===== config.mk =====
export PLATFORM = sky130hd
export DESIGN_NAME = mem_arbiter_resp
export DESIGN_NICKNAME = d
export VERILOG_FILES = /design/src/rtl/mem_arbiter_resp.sv
export SDC_FILE = /design/constraint.sdc
export NUM_CORES = 1
export LEC_CHECK = 0
export ABC_AREA = 1
export BUFFER_PORTS_ARGS = -buffer_cell sky130_fd_sc_hd__buf_2
export CORE_AREA = 2 2 130 132
export DETAILED_ROUTE_END_ITERATION = 7
export DIE_AREA = 0 0 132 134
export GPL_TIMING_DRIVEN = 0
export SYNTH_ARGS = -nofsm -noshare
export SYNTH_HDL_FRONTEND = slang
export SYNTH_SLANG_ARGS = --single-unit

===== constraint.sdc =====
create_clock -name CLK -period 1.85 [get_ports CLK]
set_input_delay 0.2775 -clock CLK [delete_from_list [all_inputs] [get_ports CLK]]
set_output_delay 0.2775 -clock CLK [all_outputs]
set_load 0.02 [all_outputs]

===== src/rtl/mem_arbiter_resp.sv =====
// mem_arbiter_resp: memory-side responder that serializes icache and dcache
// word requests onto one RAM port. The dcache normally wins arbitration.
// The icache is granted after STARVE_LIMIT consecutive dcache grants made
// while it was waiting. An access that keeps seeing ERROR is completed with
// a poison word after ERR_RETRY_MAX attempts.
// Optional build macro: ARB_STATS_EN adds per-requester completion counters.
module mem_arbiter_resp #(
    parameter int STARVE_LIMIT  = 4,
    parameter int ERR_RETRY_MAX = 3
) (
    input  logic        CLK,
    input  logic        RST,
    input  logic        iREN,
    input  logic [31:0] iaddr,
    output logic        iwait,
    output logic [31:0] iload,
    input  logic        dREN,
    input  logic        dWEN,
    input  logic [31:0] daddr,
    input  logic [31:0] dstore,
    output logic        dwait,
    output logic [31:0] dload,
    output logic        ramREN,
    output logic        ramWEN,
    output logic [31:0] ramaddr,
    output logic [31:0] ramstore,
    input  logic [31:0] ramload,
    input  logic [1:0]  ramstate,
    output logic [31:0] dgrant_cnt,
    output logic [31:0] igrant_cnt
);

    typedef enum logic [2:0] {
        ST_IDLE   = 3'd0,
        ST_D_ACC  = 3'd1,
        ST_I_ACC  = 3'd2,
        ST_D_DONE = 3'd3,
        ST_I_DONE = 3'd4
    } state_e;

    localparam logic [1:0]  RAM_ACCESS   = 2'd2;
    localparam logic [1:0]  RAM_ERROR    = 2'd3;
    localparam logic [31:0] ERR_DATA     = 32'hBAD0BAD0;
    localparam logic [7:0]  STARVE_MAX_C = 8'(STARVE_LIMIT);
    localparam logic [7:0]  RETRY_MAX_C  = 8'(ERR_RETRY_MAX);

    state_e      state_q;
    logic [7:0]  starve_q;
    logic [7:0]  retry_q;
    logic        iwait_q;
    logic        dwait_q;
    logic [31:0] iload_q;
    logic [31:0] dload_q;

    logic        d_req_s;
    logic        grant_d_s;
    logic [7:0]  retry_inc_s;
    logic        retry_exhausted_s;
    logic        ram_ren_s;
    logic        ram_wen_s;
    logic [31:0] ram_addr_s;
    logic [31:0] ram_store_s;
    logic        addr_lsb_unused_s;

    // RAM words are always addressed aligned, so the byte-offset bits are ignored
    assign addr_lsb_unused_s = ^{daddr[1:0], iaddr[1:0]};

    assign d_req_s           = dREN | dWEN;
    // the dcache wins unless the icache has waited through STARVE_LIMIT dcache grants
    assign grant_d_s         = d_req_s & ~(iREN & (starve_q == STARVE_MAX_C));
    assign retry_inc_s       = retry_q + 8'd1;
    assign retry_exhausted_s = (retry_inc_s >= RETRY_MAX_C);

    // Arbitration FSM with registered waits and load data
    always_ff @(posedge CLK) begin
        if (RST) begin
            state_q  <= ST_IDLE;
            starve_q <= 8'd0;
            retry_q  <= 8'd0;
            iwait_q  <= 1'b1;
            dwait_q  <= 1'b1;
            iload_q  <= 32'd0;
            dload_q  <= 32'd0;
        end else begin
            case (state_q)
                ST_IDLE: begin
                    iwait_q <= 1'b1;
                    dwait_q <= 1'b1;
                    if (grant_d_s) begin
                        state_q <= ST_D_ACC;
                    end else if (iREN) begin
                        state_q <= ST_I_ACC;
                    end else begin
                        state_q <= ST_IDLE;
                    end
                end
                ST_D_ACC: begin
                    if (!d_req_s) begin
                        state_q <= ST_IDLE;
                        retry_q <= 8'd0;
                    end else if (ramstate == RAM_ACCESS) begin
                        dload_q <= ramload;
                        dwait_q <= 1'b0;
                        state_q <= ST_D_DONE;
                    end else if (ramstate == RAM_ERROR) begin
                        retry_q <= retry_inc_s;
                        if (retry_exhausted_s) begin
                            dload_q <= ERR_DATA;
                            dwait_q <= 1'b0;
                            state_q <= ST_D_DONE;
                        end else begin
                            state_q <= ST_D_ACC;
                        end
                    end else begin
                        state_q <= ST_D_ACC;
                    end
                end
                ST_I_ACC: begin
                    if (!iREN) begin
                        state_q <= ST_IDLE;
                        retry_q <= 8'd0;
                    end else if (ramstate == RAM_ACCESS) begin
                        iload_q <= ramload;
                        iwait_q <= 1'b0;
                        state_q <= ST_I_DONE;
                    end else if (ramstate == RAM_ERROR) begin
                        retry_q <= retry_inc_s;
                        if (retry_exhausted_s) begin
                            iload_q <= ERR_DATA;
                            iwait_q <= 1'b0;
                            state_q <= ST_I_DONE;
                        end else begin
                            state_q <= ST_I_ACC;
                        end
                    end else begin
                        state_q <= ST_I_ACC;
                    end
                end
                ST_D_DONE: begin
                    dwait_q <= 1'b1;
                    retry_q <= 8'd0;
                    state_q <= ST_IDLE;
                    if (!iREN) begin
                        starve_q <= 8'd0;
                    end else if (starve_q >= STARVE_MAX_C) begin
                        starve_q <= STARVE_MAX_C;
                    end else begin
                        starve_q <= starve_q + 8'd1;
                    end
                end
                ST_I_DONE: begin
                    iwait_q  <= 1'b1;
                    starve_q <= 8'd0;
                    retry_q  <= 8'd0;
                    state_q  <= ST_IDLE;
                end
                default: begin
                    iwait_q <= 1'b1;
                    dwait_q <= 1'b1;
                    retry_q <= 8'd0;
                    state_q <= ST_IDLE;
                end
            endcase
        end
    end

    // RAM port drive; the enables follow the live request so withdrawal and reset drop them at once
    always_comb begin
        ram_ren_s   = 1'b0;
        ram_wen_s   = 1'b0;
        ram_addr_s  = 32'd0;
        ram_store_s = 32'd0;
        if (RST) begin
            ram_ren_s = 1'b0;
        end else begin
            case (state_q)
                ST_D_ACC: begin
                    ram_addr_s = {daddr[31:2], 2'b00};
                    if (dWEN) begin
                        ram_wen_s   = 1'b1;
                        ram_store_s = dstore;
                    end else begin
                        ram_ren_s = dREN;
                    end
                end
                ST_I_ACC: begin
                    ram_addr_s = {iaddr[31:2], 2'b00};
                    ram_ren_s  = iREN;
                end
                default: begin
                    ram_ren_s = 1'b0;
                end
            endcase
        end
    end

    assign ramREN   = ram_ren_s;
    assign ramWEN   = ram_wen_s;
    assign ramaddr  = ram_addr_s;
    assign ramstore = ram_store_s;
    assign iwait    = iwait_q;
    assign dwait    = dwait_q;
    assign iload    = iload_q;
    assign dload    = dload_q;

`ifdef ARB_STATS_EN
    logic [31:0] dgrant_q;
    logic [31:0] igrant_q;

    // Completion counters, one step per DONE cycle, wrapping naturally
    always_ff @(posedge CLK) begin
        if (RST) begin
            dgrant_q <= 32'd0;
            igrant_q <= 32'd0;
        end else begin
            if (state_q == ST_D_DONE) begin
                dgrant_q <= dgrant_q + 32'd1;
            end else begin
                dgrant_q <= dgrant_q;
            end
            if (state_q == ST_I_DONE) begin
                igrant_q <= igrant_q + 32'd1;
            end else begin
                igrant_q <= igrant_q;
            end
        end
    end

    assign dgrant_cnt = dgrant_q;
    assign igrant_cnt = igrant_q;
`else
    assign dgrant_cnt = 32'h0;
    assign igrant_cnt = 32'h0;
`endif

endmodule


==> impl_metrics.csv <==
group,metric,value,unit
logic_synthesis,avgSynthCellArea,6.41,um2
floorplanning,die_y,134,um
drt,routed_wl,20200,um
timing,slew_headroom,0.393,
timing,layout_setup_ws,-184,ps
drt,first_pass_iters,5,
setup_path,start_kind,"flip-flop",
power_and_ir_drop,powerDensity,590,nW/um2
floorplanning,io_pins,331,
clock_tree,cts.path.max_buffers,2,
setup_path,crit_fanout,6,
run_status,violations,"setup timing",
logic_synthesis,yosysUniqueCellTypes,34,
logic_synthesis,synthCells,794,
drt,avgRoutedWirePerCell,14.6,um
logic_synthesis,yosys-top-cells-area,"dfxtp_1, nand2_1, buf_4",
place,port_buffers,258,
timing,drv_slew,0,
cells_and_area,final_area,8680,um2
drt,viasPerCell,4.30,
clock_tree,tritoncts,"done",
power_and_ir_drop,power.leakage,0.00437,uW
global_routing,grt_max_degree,18,
timing,post-route-min-period,2030,ps
global_routing,grt_overflow,0,
place,dp.cells,1337,
setup_path,cp.required,1570,ps
worst_hold_path,min_path_type,"input port to flip-flop",
global_routing,grt_first_pass_wirelength,29000,um
floorplanning,die_area,17700,um2
drt,drt_first_iter_violations,232,
clock_tree,cts_buffers,9,
floorplanning,die-width,132,um
run_status,outcome,"complete, but fails checks",
logic_synthesis,ys_ff_latch,85,
power_and_ir_drop,power,5120,uW
floorplanning,core,16300,um2
global_routing,grt_antenna_before_repair,0,
cells_and_area,diodes,0,
logic_synthesis,synth_area,5090,um2
global_routing,grt_usage,0.211,
global_routing,grt_pass1_vias,5397,
logic_synthesis,synth_top_area_share,0.334,
timing,clock_skew,7.96,ps
place,gp_congestion,0.832,
clock_tree,insertion_delay,340,ps
cells_and_area,area_delta_synth_final,70.4,%
place,dp_hpwl,15500,um
logic_synthesis,synth_top_area_cell,"dfxtp_1",
logic_synthesis,synth_seq_area_share,0.334,
logic_synthesis,yosys_warnings,0,
cells_and_area,fin_cells,1385,
setup_path,arrival,1760,ps
clock_tree,holdBufCountCts,0,
drt,antenna_left,0,
cells_and_area,drive_gt1_frac,0.461,
timing,setup_viol,64,
power_and_ir_drop,irDropWorstVdd,0.466,mV
timing,hold_viol,0,
clock_tree,clock_sinks,85,
clock_tree,cts-root-buf,"clkbuf_16",
timing,fin_crit_sh,1.10,
timing,worst_pin_slew,910,ps
setup_path,cp-end-kind,"primary output",
clock_tree,htreeDepth,3,
timing,rsz0062_at_grt,"true",
place,postPlaceCellArea,6960,um2
drt,num_vias,5959,
floorplanning,placementRows,47,
setup_path,crit_type,"flip-flop to primary output",
cells_and_area,final_nets,1300,
timing,max_freq,492,MHz
floorplanning,start_util,0.313,
drt,drcViolationCount,0,
cells_and_area,final_core_util,0.533,
clock_tree,path_clk_slew,60,ps
job,cap_violations,0,
## state kept, by name, indices dropped and copies added (netlist names)
register	count
state_q	3
retry_q	8
dwait	1
iwait	1
iload	32
starve_q	8
dload	32
## metal layers
layer	vias up	part of all wire	wire length (um)	GRT usage
met3	31	0.060	1200	0.0435
met1	2651	0.37	7430	0.224
met4	0	0.036	720	0.0833
li1	3043	-	-	-
met2	234	0.54	10800	0.405
met5	-	0	0	0
## critical path: stages, from the launching register on
cell	delay (ps)
dfxtp_4	350
buf_4	140
nor3_4	180
buf_6	170
clkbuf_16	160
nand2_2	60
a21oi_4	190
buf_6	150
## layout by cell type (no fill, tap or decap), types with 4 or more instances in the layout
master,n
a21oi_1,43
a21oi_2,36
buf_2,197
buf_4,115
buf_6,43
buf_8,9
clkbuf_1,15
clkbuf_16,18
clkbuf_8,4
conb_1,66
dfxtp_1,80
dfxtp_4,5
inv_1,119
inv_2,6
nand2_1,146
nand2_2,27
nand2_4,12
nand3_1,24
nand4_1,24
nor2_1,75
nor2_2,6
nor2_4,24
nor3_1,4
o31ai_1,15
xor2_1,4
## stage by stage
step / hold WS, ps / setup TNS (ps) / setup slack (ps)
6_report: 180 / -7560 / -184
5_1_grt: 180 / -15470 / -270
4_1_cts: 174 / -12010 / -273
3_5_place_dp: 434 / -17030 / -324
3_3_place_gp: 428 / -17120 / -330
2_1_floorplan: 415 / -450 / -19.5
## final timing paths
kind	to	slack (ps)	startpoint	depth (start not counted)
min	dload[1]	180	ramload[1]	3
max	ramaddr[7]	-180	state_q[2]	7
max reg2reg	iload[30]	-10	retry_q[0]	12
min reg2reg	starve_q[6]	440	starve_q[6]	2
## where the power goes
part	switching [uW]	internal, uW	total (uW)
Combinational	851	610	1460
Clock	761	983	1740
Sequential	36.3	1880	1910
Total	1650	3470	5120
## kinds of logic (layout without fill, tap and decap cells)
| kind of cell | Yosys count | count (layout) | share of synthesized area |
|---|---|---|---|
| xor gates and xnor gates | 4 | 4 | 0.00688 |
| AOI/OAI and AO/OA | 106 | 106 | 0.114 |
| other | 1 | 66 | 0.000736 |
| and+or+nand+nor | 354 | 355 | 0.298 |
| buffers and inverters | 239 | 544 | 0.234 |
| DFF | 85 | 85 | 0.334 |
| adders and majority gates | 5 | 5 | 0.0123 |
## area by class of cell
type / count / area (um2)
Fill cell: 1633 / 7610
Multi-Input combinational cell: 536 / 3030
Timing Repair Buffer: 290 / 1950
Sequential cell: 85 / 1720
Buffer: 109 / 921
Inverter: 129 / 493
Tap cell: 220 / 275
Clock buffer: 11 / 253
Clock inverter: 5 / 33.8
## repair_timing
action | in CTS | in global routing
gates cloned | 6 | 5
buffers inserted | 12 | 13
endpoints found under the setup margin | 121 | 129
pin swaps | 14 | 36
gates resized for setup | 183 | 142
## cell usage after synthesis
master,n
nand2_1,183
inv_1,122
nor2_1,102
dfxtp_1,85
a21oi_1,82
buf_4,69
clkbuf_1,28
nand3_1,25
nand4_1,24
o31ai_1,16
buf_2,5
ha_1,5
inv_2,5
nor3_1,5
buf_1,4
buf_6,4
xor2_1,4
o21ai_0,3
or2_2,3
a211oi_1,2
clkinv_1,2
nand2_2,2
nand3_4,2
nor2_2,2
conb_1,1
nand2_8,1
nand3_2,1
nand3b_1,1
nor2_4,1
nor3_2,1
nor3b_1,1
o21a_1,1
o21ai_1,1
o21ai_2,1
Note: power is estimated with default switching activity, not from simulation.
